--- src/rtl/ahb_spi_flash_xip.sv ---
// ============================================================================
// ahb_spi_flash_xip
// ----------------------------------------------------------------------------
// Execute-in-place bridge: serves AHB-Lite reads from a serial NOR flash by
// issuing READ (0x03) commands over a mode-0 SPI link. Chip select is held low
// after a read so that the next word-sequential read can stream straight out
// of the flash without a new command. Writes are answered with an AHB ERROR.
//
// Ports
//   clk, rst_n           system clock (rising edge) / asynchronous active-low reset
//   ahbls_*              AHB-Lite slave; hready_resp/hresp/hrdata are outputs,
//                        hburst/hprot/hmastlock/hwdata/hsize are not used
//   spi_cs_n, spi_sck,   SPI master outputs (mode 0, one bit = 2 clk)
//   spi_mosi
//   spi_miso             SPI data from the flash
// ============================================================================
module ahb_spi_flash_xip #(
    parameter int W_ADDR = 32,
    parameter int W_DATA = 32
) (
    input  logic              clk,
    input  logic              rst_n,
    output logic              ahbls_hready_resp,
    input  logic              ahbls_hready,
    output logic              ahbls_hresp,
    input  logic [W_ADDR-1:0] ahbls_haddr,
    input  logic              ahbls_hwrite,
    input  logic [1:0]        ahbls_htrans,
    input  logic [2:0]        ahbls_hsize,
    input  logic [2:0]        ahbls_hburst,
    input  logic [3:0]        ahbls_hprot,
    input  logic              ahbls_hmastlock,
    input  logic [W_DATA-1:0] ahbls_hwdata,
    output logic [W_DATA-1:0] ahbls_hrdata,
    output logic              spi_cs_n,
    output logic              spi_sck,
    output logic              spi_mosi,
    input  logic              spi_miso
);

    typedef enum logic [2:0] {
        IDLE,
        DESELECT,
        SELECT,
        CMD,
        DATA,
        DONE,
        ERR0,
        ERR1
    } state_t;

    state_t      state_reg;
    logic [5:0]  cnt_reg;          // clk count within CMD / DATA (2 per bit)
    logic [31:0] tx_reg;           // command + address, shifted out MSB first
    logic [31:0] rx_reg;           // received bits, first bit ends up at [31]
    logic [21:0] req_addr_reg;     // word address of the read in progress
    logic [21:0] stream_addr_reg;  // word address of the last completed read
    logic        stream_valid_reg;

    logic        accept;
    logic [21:0] addr_word;
    logic        seq_hit;
    logic [31:0] rx_final;
    logic [31:0] rx_swapped;

    assign accept    = ahbls_hready & ahbls_htrans[1];
    assign addr_word = ahbls_haddr[23:2];
    // Natural 22-bit wrap makes 0xFFFFFC -> 0x000000 count as sequential.
    assign seq_hit   = stream_valid_reg && (addr_word == stream_addr_reg + 22'd1);
    // The last bit is sampled on the same edge that moves DATA -> DONE.
    assign rx_final  = {rx_reg[30:0], spi_miso};

    // First byte received goes to the least significant lane.
    genvar gi;
    generate
        for (gi = 0; gi < 4; gi = gi + 1) begin : g_lane
            assign rx_swapped[8*gi +: 8] = rx_final[8*(3-gi) +: 8];
        end
    endgenerate

    logic unused_inputs;
    assign unused_inputs = ^{ahbls_haddr[W_ADDR-1:24], ahbls_haddr[1:0], ahbls_htrans[0],
                             ahbls_hsize, ahbls_hburst, ahbls_hprot, ahbls_hmastlock,
                             ahbls_hwdata};

    always_ff @(posedge clk or negedge rst_n) begin
        if (!rst_n) begin
            state_reg         <= IDLE;
            cnt_reg           <= 6'd0;
            tx_reg            <= 32'd0;
            rx_reg            <= 32'd0;
            req_addr_reg      <= 22'd0;
            stream_addr_reg   <= 22'd0;
            stream_valid_reg  <= 1'b0;
            spi_cs_n          <= 1'b1;
            spi_sck           <= 1'b0;
            spi_mosi          <= 1'b0;
            ahbls_hready_resp <= 1'b1;
            ahbls_hresp       <= 1'b0;
            ahbls_hrdata      <= '0;
        end else begin
            case (state_reg)
                // States in which the bus sees hready high and may start a new
                // transfer; the response to it begins on the very next cycle.
                IDLE, DONE, ERR1: begin
                    if (accept && ahbls_hwrite) begin
                        state_reg         <= ERR0;
                        ahbls_hready_resp <= 1'b0;
                        ahbls_hresp       <= 1'b1;
                        spi_cs_n          <= 1'b1;
                        stream_valid_reg  <= 1'b0;
                    end else if (accept) begin
                        req_addr_reg      <= addr_word;
                        ahbls_hready_resp <= 1'b0;
                        ahbls_hresp       <= 1'b0;
                        cnt_reg           <= 6'd0;
                        if (!spi_cs_n && seq_hit) begin
                            // Flash is still streaming the next word.
                            state_reg <= DATA;
                        end else if (!spi_cs_n) begin
                            state_reg <= DESELECT;
                            spi_cs_n  <= 1'b1;
                        end else begin
                            state_reg <= SELECT;
                            spi_cs_n  <= 1'b0;
                        end
                    end else begin
                        state_reg         <= IDLE;
                        ahbls_hready_resp <= 1'b1;
                        ahbls_hresp       <= 1'b0;
                    end
                end
                DESELECT: begin
                    state_reg <= SELECT;
                    spi_cs_n  <= 1'b0;
                end
                SELECT: begin
                    state_reg <= CMD;
                    cnt_reg   <= 6'd0;
                    tx_reg    <= {8'h03, req_addr_reg, 2'b00};
                    spi_mosi  <= 1'b0;  // MSB of 0x03
                end
                CMD: begin
                    cnt_reg <= cnt_reg + 6'd1;
                    if (!cnt_reg[0]) begin
                        spi_sck <= 1'b1;
                    end else begin
                        spi_sck <= 1'b0;
                        if (cnt_reg == 6'd63) begin
                            state_reg <= DATA;
                            spi_mosi  <= 1'b0;
                        end else begin
                            spi_mosi <= tx_reg[30];
                            tx_reg   <= {tx_reg[30:0], 1'b0};
                        end
                    end
                end
                DATA: begin
                    cnt_reg <= cnt_reg + 6'd1;
                    if (!cnt_reg[0]) begin
                        spi_sck <= 1'b1;
                    end else begin
                        spi_sck <= 1'b0;
                        rx_reg  <= rx_final;
                        if (cnt_reg == 6'd63) begin
                            state_reg         <= DONE;
                            ahbls_hrdata      <= rx_swapped;
                            ahbls_hready_resp <= 1'b1;
                            stream_addr_reg   <= req_addr_reg;
                            stream_valid_reg  <= 1'b1;
                        end
                    end
                end
                ERR0: begin
                    state_reg         <= ERR1;
                    ahbls_hready_resp <= 1'b1;
                end
                default: begin
                    state_reg         <= IDLE;
                    ahbls_hready_resp <= 1'b1;
                    ahbls_hresp       <= 1'b0;
                end
            endcase
        end
    end

endmodule

--- config.mk ---
export PLATFORM = sky130hd
export DESIGN_NAME = ahb_spi_flash_xip
export DESIGN_NICKNAME = d
export VERILOG_FILES = /design/src/rtl/ahb_spi_flash_xip.sv
export SDC_FILE = /design/constraint.sdc
export NUM_CORES = 1
export LEC_CHECK = 0
export ABC_AREA = 1
export BUFFER_PORTS_ARGS = -buffer_cell sky130_fd_sc_hd__buf_2
export CAP_MARGIN = 20
export CORE_UTILIZATION = 40
export CTS_CLUSTER_SIZE = 12
export DETAILED_ROUTE_END_ITERATION = 12
export GPL_TIMING_DRIVEN = 0
export SETUP_SLACK_MARGIN = 0.4
export SLEW_MARGIN = 30
export SYNTH_ARGS = -nofsm -noshare
export SYNTH_HDL_FRONTEND = slang
export SYNTH_SLANG_ARGS = --single-unit
--- constraint.sdc ---
create_clock -name clk -period 2.63 [get_ports clk]
set_input_delay 0.3945 -clock clk [delete_from_list [all_inputs] [get_ports clk]]
set_output_delay 0.3945 -clock clk [all_outputs]
set_load 0.05 [all_outputs]
==> results of run 1 <==
-- final cells by class --
class | instances | area [µm²]
plain buffers | 32 | 161.4
clock buffers | 17 | 425.4
clock inverters | 15 | 155.1
fillers | 1683 | 8427
inverters | 103 | 386.6
multi-input cells | 585 | 2768
flip-flops and latches | 151 | 3781
well taps | 220 | 275.3
repair buffers | 75 | 439.2
-- power breakdown --
| group | switching (µW) | total (µW) | internal, µW |
|---|---|---|---|
| sequential | 19.7 | 2370 | 2350 |
| combinational | 114 | 168 | 54.3 |
| clock | 1120 | 2390 | 1270 |
-- repair_timing --
action | 4_1_cts | 5_1_grt
gates cloned | 0 | 0
hold buffers | 1 | 0
resized for setup | 9 | 31
pin swaps | 2 | 11
endpoints found under the hold margin | 69 | 0
endpoints found under the setup margin | 60 | 109
setup buffers | 1 | 8
-- metal layers --
metal  track usage (%)  vias to the layer above
met5                 0                        -
met1             27.94                     2689
met2             31.55                      111
met3             4.006                       20
li1                  -                     2943
met4             6.367                        0
-- per-stage QoR --
| stage | setup TNS [ns] | worst slack [ns] | cell area [µm²] |
|---|---|---|---|
| floorplan | 0 | 0.7988 | 6997 |
| global placement | -172.32 | -1.161 | 7592 |
| detailed placement | 0 | 0.2233 | 7630 |
| CTS | 0 | 0.4013 | 8252 |
| global route | 0 | 0.3669 | 8392 |
| finish | 0 | 0.5134 | 8392 |
-- synth_stat cells (2+ instances only) --
| library cell | number |
|---|---|
| xor2_1 | 10 |
| o21bai_1 | 3 |
| a31oi_1 | 22 |
| a21oi_1 | 3 |
| buf_2 | 12 |
| nand3b_1 | 3 |
| nand2_1 | 300 |
| nor2_2 | 7 |
| clkbuf_1 | 19 |
| o21a_1 | 2 |
| inv_2 | 4 |
| nand4_1 | 7 |
| o22ai_1 | 2 |
| nand2_2 | 4 |
| xnor2_1 | 9 |
| dfrtp_1 | 149 |
| dfstp_2 | 2 |
| nor2_4 | 2 |
| o21ai_1 | 6 |
| o21ai_0 | 94 |
| nor3_1 | 4 |
| nand3_1 | 33 |
| nor2_1 | 65 |
| ha_1 | 2 |
| inv_1 | 99 |
-- final timing paths --
kind	startpoint	cells after the start	to	slack (ns)
worst max-delay path	stream_addr_reg[1]	16	spi_cs_n	0.51
worst min-delay path	spi_miso	3	rx_reg[0]	0.20
worst max register to register	stream_addr_reg[1]	16	spi_cs_n	0.51
worst min register to register	spi_cs_n	2	spi_cs_n	0.48
max in group asynchronous	rst_n	3	ahbls_hrdata[30]	1.36
min in group asynchronous	rst_n	2	spi_sck	0.50
-- worst max-delay path: stages, from the launching register on --
cell and delay [ns]:
dfrtp_1 0.43, ha_4 0.18, nand2_2 0.06, nor2_4 0.26
buf_6 0.14, nand4_1 0.08, nand2_1 0.09, nand2_1 0.05
nor2_1 0.09, nand2_1 0.10, nor2_4 0.17, nand3_2 0.11
nand2_1 0.08, nand2_2 0.05, nand2_1 0.05, nand2_1 0.04
nand2_1 0.05
-- cells by family after synthesis --
kind of cell               Yosys count  synth area share [%]
and+or+nand+nor                    429                 25.16
DFF                                151                 54.04
AOI/OAI and AO/OA                  135                 10.55
buffers and inverters              135                 7.511
xor gates and xnor gates            19                 2.378
adders and majority gates            2                0.3576
==> flow_metrics.env, run 1 <==
export IMPL_ant_nets=0
export IMPL_gp_congestion=0.8354
export IMPL_initial_core_util_pct=41.60
export IMPL_die_w_um=134.3
export IMPL_seq_area_frac_synth_pct=54.04
export IMPL_wl_met1_mm=8.354
export IMPL_max_cap_violations=0
export IMPL_grt_overflow=0
export IMPL_core_mm2=0.01682
export IMPL_wl_met3_um=676
export IMPL_grt_max_degree=83
export IMPL_ys_async_sr_fraction_pct=100.0
export IMPL_fin_util_pct=49.90
export IMPL_largest_reg_flops=32
export IMPL_synthCells=871
export IMPL_status="finished, final reports clean"
export IMPL_areaGrowthSynthToFinish_pct=19.94
export IMPL_mostFrequentLayoutCell="nand2_1"
export IMPL_synth_seq_cells=151
export IMPL_wire_per_inst_um=14.18
export IMPL_synth_ff_type="dfrtp_1"
export IMPL_synth_top_area_share_pct=53.29
export IMPL_synthTopCellsByArea="dfrtp_1, nand2_1, o21ai_0"
export IMPL_irDropWorstVdd_v=0.0004699
export IMPL_hp_class="primary input to flop"
export IMPL_synth_edf_count=0
export IMPL_worst_pin_slew_ns=0.5434
export IMPL_drive_gt1_share_pct=16.56
export IMPL_root_buffer="clkbuf_16"
export IMPL_dr_pass1_iters=5
export IMPL_viasPerCell=4.811
export IMPL_io_pins=119
export IMPL_drc=0
export IMPL_grt_pass1_vias=5476
export IMPL_synth_net_count=955
export IMPL_finalCritPeriodShare_pct=80.48
export IMPL_dp_cells=1156
export IMPL_antennaDiodeCount=0
export IMPL_post_route_min_period_ns=2.117
export IMPL_synth_area_per_cell_um2=8.033
export IMPL_cts_buffers=17
export IMPL_whs_ns=0.1975
export IMPL_slew_headroom_pct=63.77
export IMPL_clkSinkCount=151
export IMPL_path_max_fanout=8
export IMPL_hold_viol=0
export IMPL_final_cell_mix="nand2_1, dfrtp_1, inv_1"
export IMPL_dieArea_mm2=0.01802
export IMPL_portBuffers=64
export IMPL_synth_area_mm2=0.006997
export IMPL_setup_viol=0
export IMPL_rows=47
export IMPL_routed_wirelength_mm=16.98
export IMPL_final_cells=1198
export IMPL_final_nets=1049
export IMPL_powerDensity_mw_per_mm2=587.1
export IMPL_place_hpwl_mm=12.30
export IMPL_grt_pass1_wl_mm=27.79
export IMPL_antenna_found_initial=0
export IMPL_wl_met2_mm=7.709
export IMPL_finalMaxSlewViolations=0
export IMPL_htree_levels=4
export IMPL_fin_worst_skew_ns=0.007948
export IMPL_ys_warn_count=0
export IMPL_fmax_ghz=0.4724
export IMPL_ctsLongestPathBuffers=2
export IMPL_required_ns=3.00
export IMPL_worstSetupStartpointType="flop"
export IMPL_highest_layer="met4"
export IMPL_p_leak_uw=0.004144
export IMPL_die_h_um=134.3
export IMPL_num_vias=5763
export IMPL_clk_pin_slew_ns=0.06
export IMPL_drtIter0Drc=408
export IMPL_clock_latency_ns=0.43
export IMPL_rsz0062_at_grt="true"
export IMPL_end_kind="flop"
export IMPL_synth_distinct_cells=33
export IMPL_cts_tree="yes"
export IMPL_grt_usage_pct=20.08
export IMPL_yosysTopAreaCell="dfrtp_1"
export IMPL_criticalPathCategory="flop to flop"
export IMPL_arrival_ns=2.49
export IMPL_p_total_uw=4927
(Power assumes the default switching activity.)
==> run 2: changes to the inputs <==
--- a/config.mk
+++ b/config.mk
@@ -5,7 +5,7 @@
 export SDC_FILE = /design/constraint.sdc
 export NUM_CORES = 1
 export LEC_CHECK = 0
-export ABC_AREA = 1
+export ABC_AREA = 0
 export BUFFER_PORTS_ARGS = -buffer_cell sky130_fd_sc_hd__buf_2
 export CAP_MARGIN = 20
 export CORE_UTILIZATION = 40
==> constraint.sdc (replaced) <==
create_clock -name clk -period 1.95 [get_ports clk]
set_input_delay 0.2925 -clock clk [delete_from_list [all_inputs] [get_ports clk]]
set_output_delay 0.2925 -clock clk [all_outputs]
set_load 0.05 [all_outputs]
==> flow_metrics.env, run 2 <==
export IMPL_criticalPathCategory="flop to flop"
export IMPL_initial_core_util_pct=41.42
export IMPL_r2r_start="stream_addr_reg[9]"
export IMPL_clkSinkCount=151
export IMPL_ys_warn_count=0
export IMPL_io_pins=119
export IMPL_setup_ws_ns=-0.5617
export IMPL_clkPwrFrac_pct=27.4
export IMPL_hold_viol=0
export IMPL_grt_pass1_vias=5395
export IMPL_violations="setup timing"
export IMPL_slew_headroom_pct=64.63
export IMPL_required_ns=2.26
export IMPL_hp_class="primary input to flop"
export IMPL_final_cell_mix="dfrtp_1, mux2_4, buf_2"
export IMPL_end_kind="flop"
export IMPL_fmax_ghz=0.3981
export IMPL_synth_edf_count=0
export IMPL_finalMaxSlewViolations=0
export IMPL_rrSetupSlack_ns=-0.56
export IMPL_grt_max_degree=86
export IMPL_max_stage_delay_ns=0.58
export IMPL_num_vias=5261
export IMPL_synth_area_per_cell_um2=11.50
export IMPL_final_nets=826
export IMPL_worstSetupStartpointType="flop"
export IMPL_muxShareOfSynthArea_pct=18.18
export IMPL_fin_worst_skew_ns=0.01231
export IMPL_drc=0
export IMPL_drtIter0Drc=267
export IMPL_arrival_ns=2.82
export IMPL_ctsLongestPathBuffers=2
export IMPL_worst_path_stages=9
export IMPL_fin_util_pct=58.87
export IMPL_endpoint="state_reg[0]"
export IMPL_min_path_cells=2
export IMPL_cts_buffers=17
export IMPL_seq_area_frac_synth_pct=54.27
export IMPL_largest_reg_flops=32
export IMPL_ys_async_sr_fraction_pct=100.0
export IMPL_antennaDiodeCount=0
export IMPL_crit_chain="buf_6, nand4_1, nor3_2, and3_1, o31a_1, nand4_1, or4_4, a32oi_1, a21oi_1"
export IMPL_r2r_end="state_reg[0]"
export IMPL_mostFrequentLayoutCell="dfrtp_1"
export IMPL_final_area_mm2=0.009901
export IMPL_synth_commonest_cells="dfrtp_1, mux2_2, nand2_1"
export IMPL_worst_pin_slew_ns=0.5305
export IMPL_antenna_found_initial=0
export IMPL_gp_congestion=0.8537
export IMPL_clk_pin_slew_ns=0.07
export IMPL_synthTopCellsByArea="dfrtp_1, mux2_2, nand2_1"
export IMPL_wire_per_inst_um=18.11
export IMPL_sw_frac_of_total_pct=34.65
export IMPL_place_hpwl_mm=11.04
export IMPL_critPathLaunch="stream_addr_reg[9]"
export IMPL_synthXorXnorAreaFrac_pct=2.766
export IMPL_p_seq_share_pct=35.9
export IMPL_synth_simple_gate_area_share_pct=13.16
export IMPL_rsz0062_at_grt="true"
export IMPL_setup_viol=81
export IMPL_p_int_uw=7964
export IMPL_synth_distinct_cells=65
export IMPL_p_leak_uw=0.004768
export IMPL_htree_levels=4
export IMPL_die_w_um=134.0
export IMPL_yosys_area_share_adder_pct=0.3592
export IMPL_crit_family="simple AND/OR/NAND/NOR gates"
export IMPL_synth_seq_cells=151
export IMPL_grt_usage_pct=20.80
export IMPL_path_max_fanout=6
export IMPL_die_h_um=134.0
export IMPL_viasPerCell=5.396
export IMPL_synth_top_area_share_pct=53.52
export IMPL_p_sw_uw=4223
export IMPL_root_buffer="clkbuf_16"
export IMPL_yosysTopAreaCell="dfrtp_1"
export IMPL_critical_path_most_common_cell="nand4_1"
export IMPL_dr_pass1_iters=5
export IMPL_post_route_min_period_ns=2.512
export IMPL_grt_pass1_wl_mm=28.70
export IMPL_synthCells=606
export IMPL_rows=47
export IMPL_synth_compound_area_share_pct=8.639
export IMPL_clock_latency_ns=0.43
export IMPL_irDropWorstVdd_v=0.0008314
export IMPL_drive_gt1_share_pct=48.74
export IMPL_synth_area_mm2=0.006967
export IMPL_max_cap_violations=0
export IMPL_finalCritPeriodShare_pct=128.8
export IMPL_slowest_stage="or4_4"
export IMPL_synth_ff_type="dfrtp_1"
export IMPL_place_area_mm2=0.008204
export IMPL_routed_wirelength_mm=17.66
export IMPL_synth_net_count=690
export IMPL_portBuffers=64
export IMPL_core_mm2=0.01682
export IMPL_powerDensity_mw_per_mm2=1231
export IMPL_dp_cells=891
export IMPL_synth_top_family_by_area="multiplexers"
export IMPL_comb_power_share_pct=36.8
export IMPL_synth_most_common_cell="dfrtp_1"
export IMPL_ant_nets=0
export IMPL_areaGrowthSynthToFinish_pct=42.12
export IMPL_dieArea_mm2=0.01795
export IMPL_status="finished, violations left"
export IMPL_final_cells=975
export IMPL_r2r_cells=9
export IMPL_cts_tree="yes"
export IMPL_p_total_uw=12190
export IMPL_path_buf_inv=1
export IMPL_grt_overflow=0
run 2: changes by cell type in the layout (fill, tap and decap cells not counted), sizes merged, moves of 11 or more:
cell   delta
a21oi    +11
o21ai    -79
nand2   -241
buf      +34
mux2    +108
inv      -90
nor2     -28
run 2: how the worst min path moves through the flow:
stage	startpoint	endpoint	slack, ns
finish	spi_miso	rx_reg[0]	0.11
global route	spi_miso	ahbls_hrdata[24]	0.11
CTS	spi_miso	rx_reg[0]	0.09
detailed placement	rst_n	stream_addr_reg[6]	0.27
global placement	ahbls_hresp	ahbls_hresp	0.47
floorplan	rst_n	ahbls_hrdata[0]	-0.003
run 2: layout make-up:
cell class	instances	area, µm²
multi-input cells	408	3638
clock inverters	14	165.2
repair buffers	117	1090
well taps	220	275.3
clock buffers	18	429.2
plain buffers	32	451.7
inverters	15	56.30
flip-flops and latches	151	3795
fillers	1355	6918
run 2: kinds of logic after synthesis:
group	after synthesis
AO/OA/AOI/OAI	93
XOR/XNOR	22
adder cells (fa/ha/maj)	2
buffers and inverters	47
flip-flops	151
multiplexers	113
AND/OR/NAND/NOR	178
run 2: metrics by stage:
stage          hold WS, ns  setup slack, ns  setup TNS (ns)
6_report            0.1104          -0.5617          -7.134
5_1_grt             0.1079          -0.6223          -12.87
4_1_cts            0.09277          -0.5360          -7.182
3_5_place_dp        0.2692          -0.6657          -24.81
3_3_place_gp        0.4672           -1.850         -256.11
2_1_floorplan    -0.003091          -0.2335          -7.055
run 2: power groups by stage:
stage | sequential, µW | combinational [µW] | clock (µW)
3_3_place_gp | 4360 | 2900 | 0
4_1_cts | 4310 | 3910 | 3410
3_5_place_dp | 4380 | 3010 | 0
5_1_grt | 4440 | 4870 | 3530
2_1_floorplan | 4340 | 2220 | 0
6_report | 4370 | 4480 | 3330
run 2: timing repair:
item | in CTS | in global routing
endpoints found under the setup margin | 149 | 150
pin swaps | 16 | 7
setup buffers | 29 | 8
endpoints found under the hold margin | 64 | 0
cloned | 13 | 1
gates resized for setup | 75 | 49
hold buffers | 1 | 0
run 2: routing by layer:
layer | part of all wire [%] | routed length [µm] | up-vias | global-route usage [%]
met3 | 4.6 | 805 | 29 | 5.669
met1 | 45 | 8034 | 2681 | 27.34
met4 | 1.8 | 315 | 0 | 7.260
met2 | 48 | 8504 | 120 | 33.02
li1 | - | - | 2431 | -
met5 | 0 | 0 | - | 0
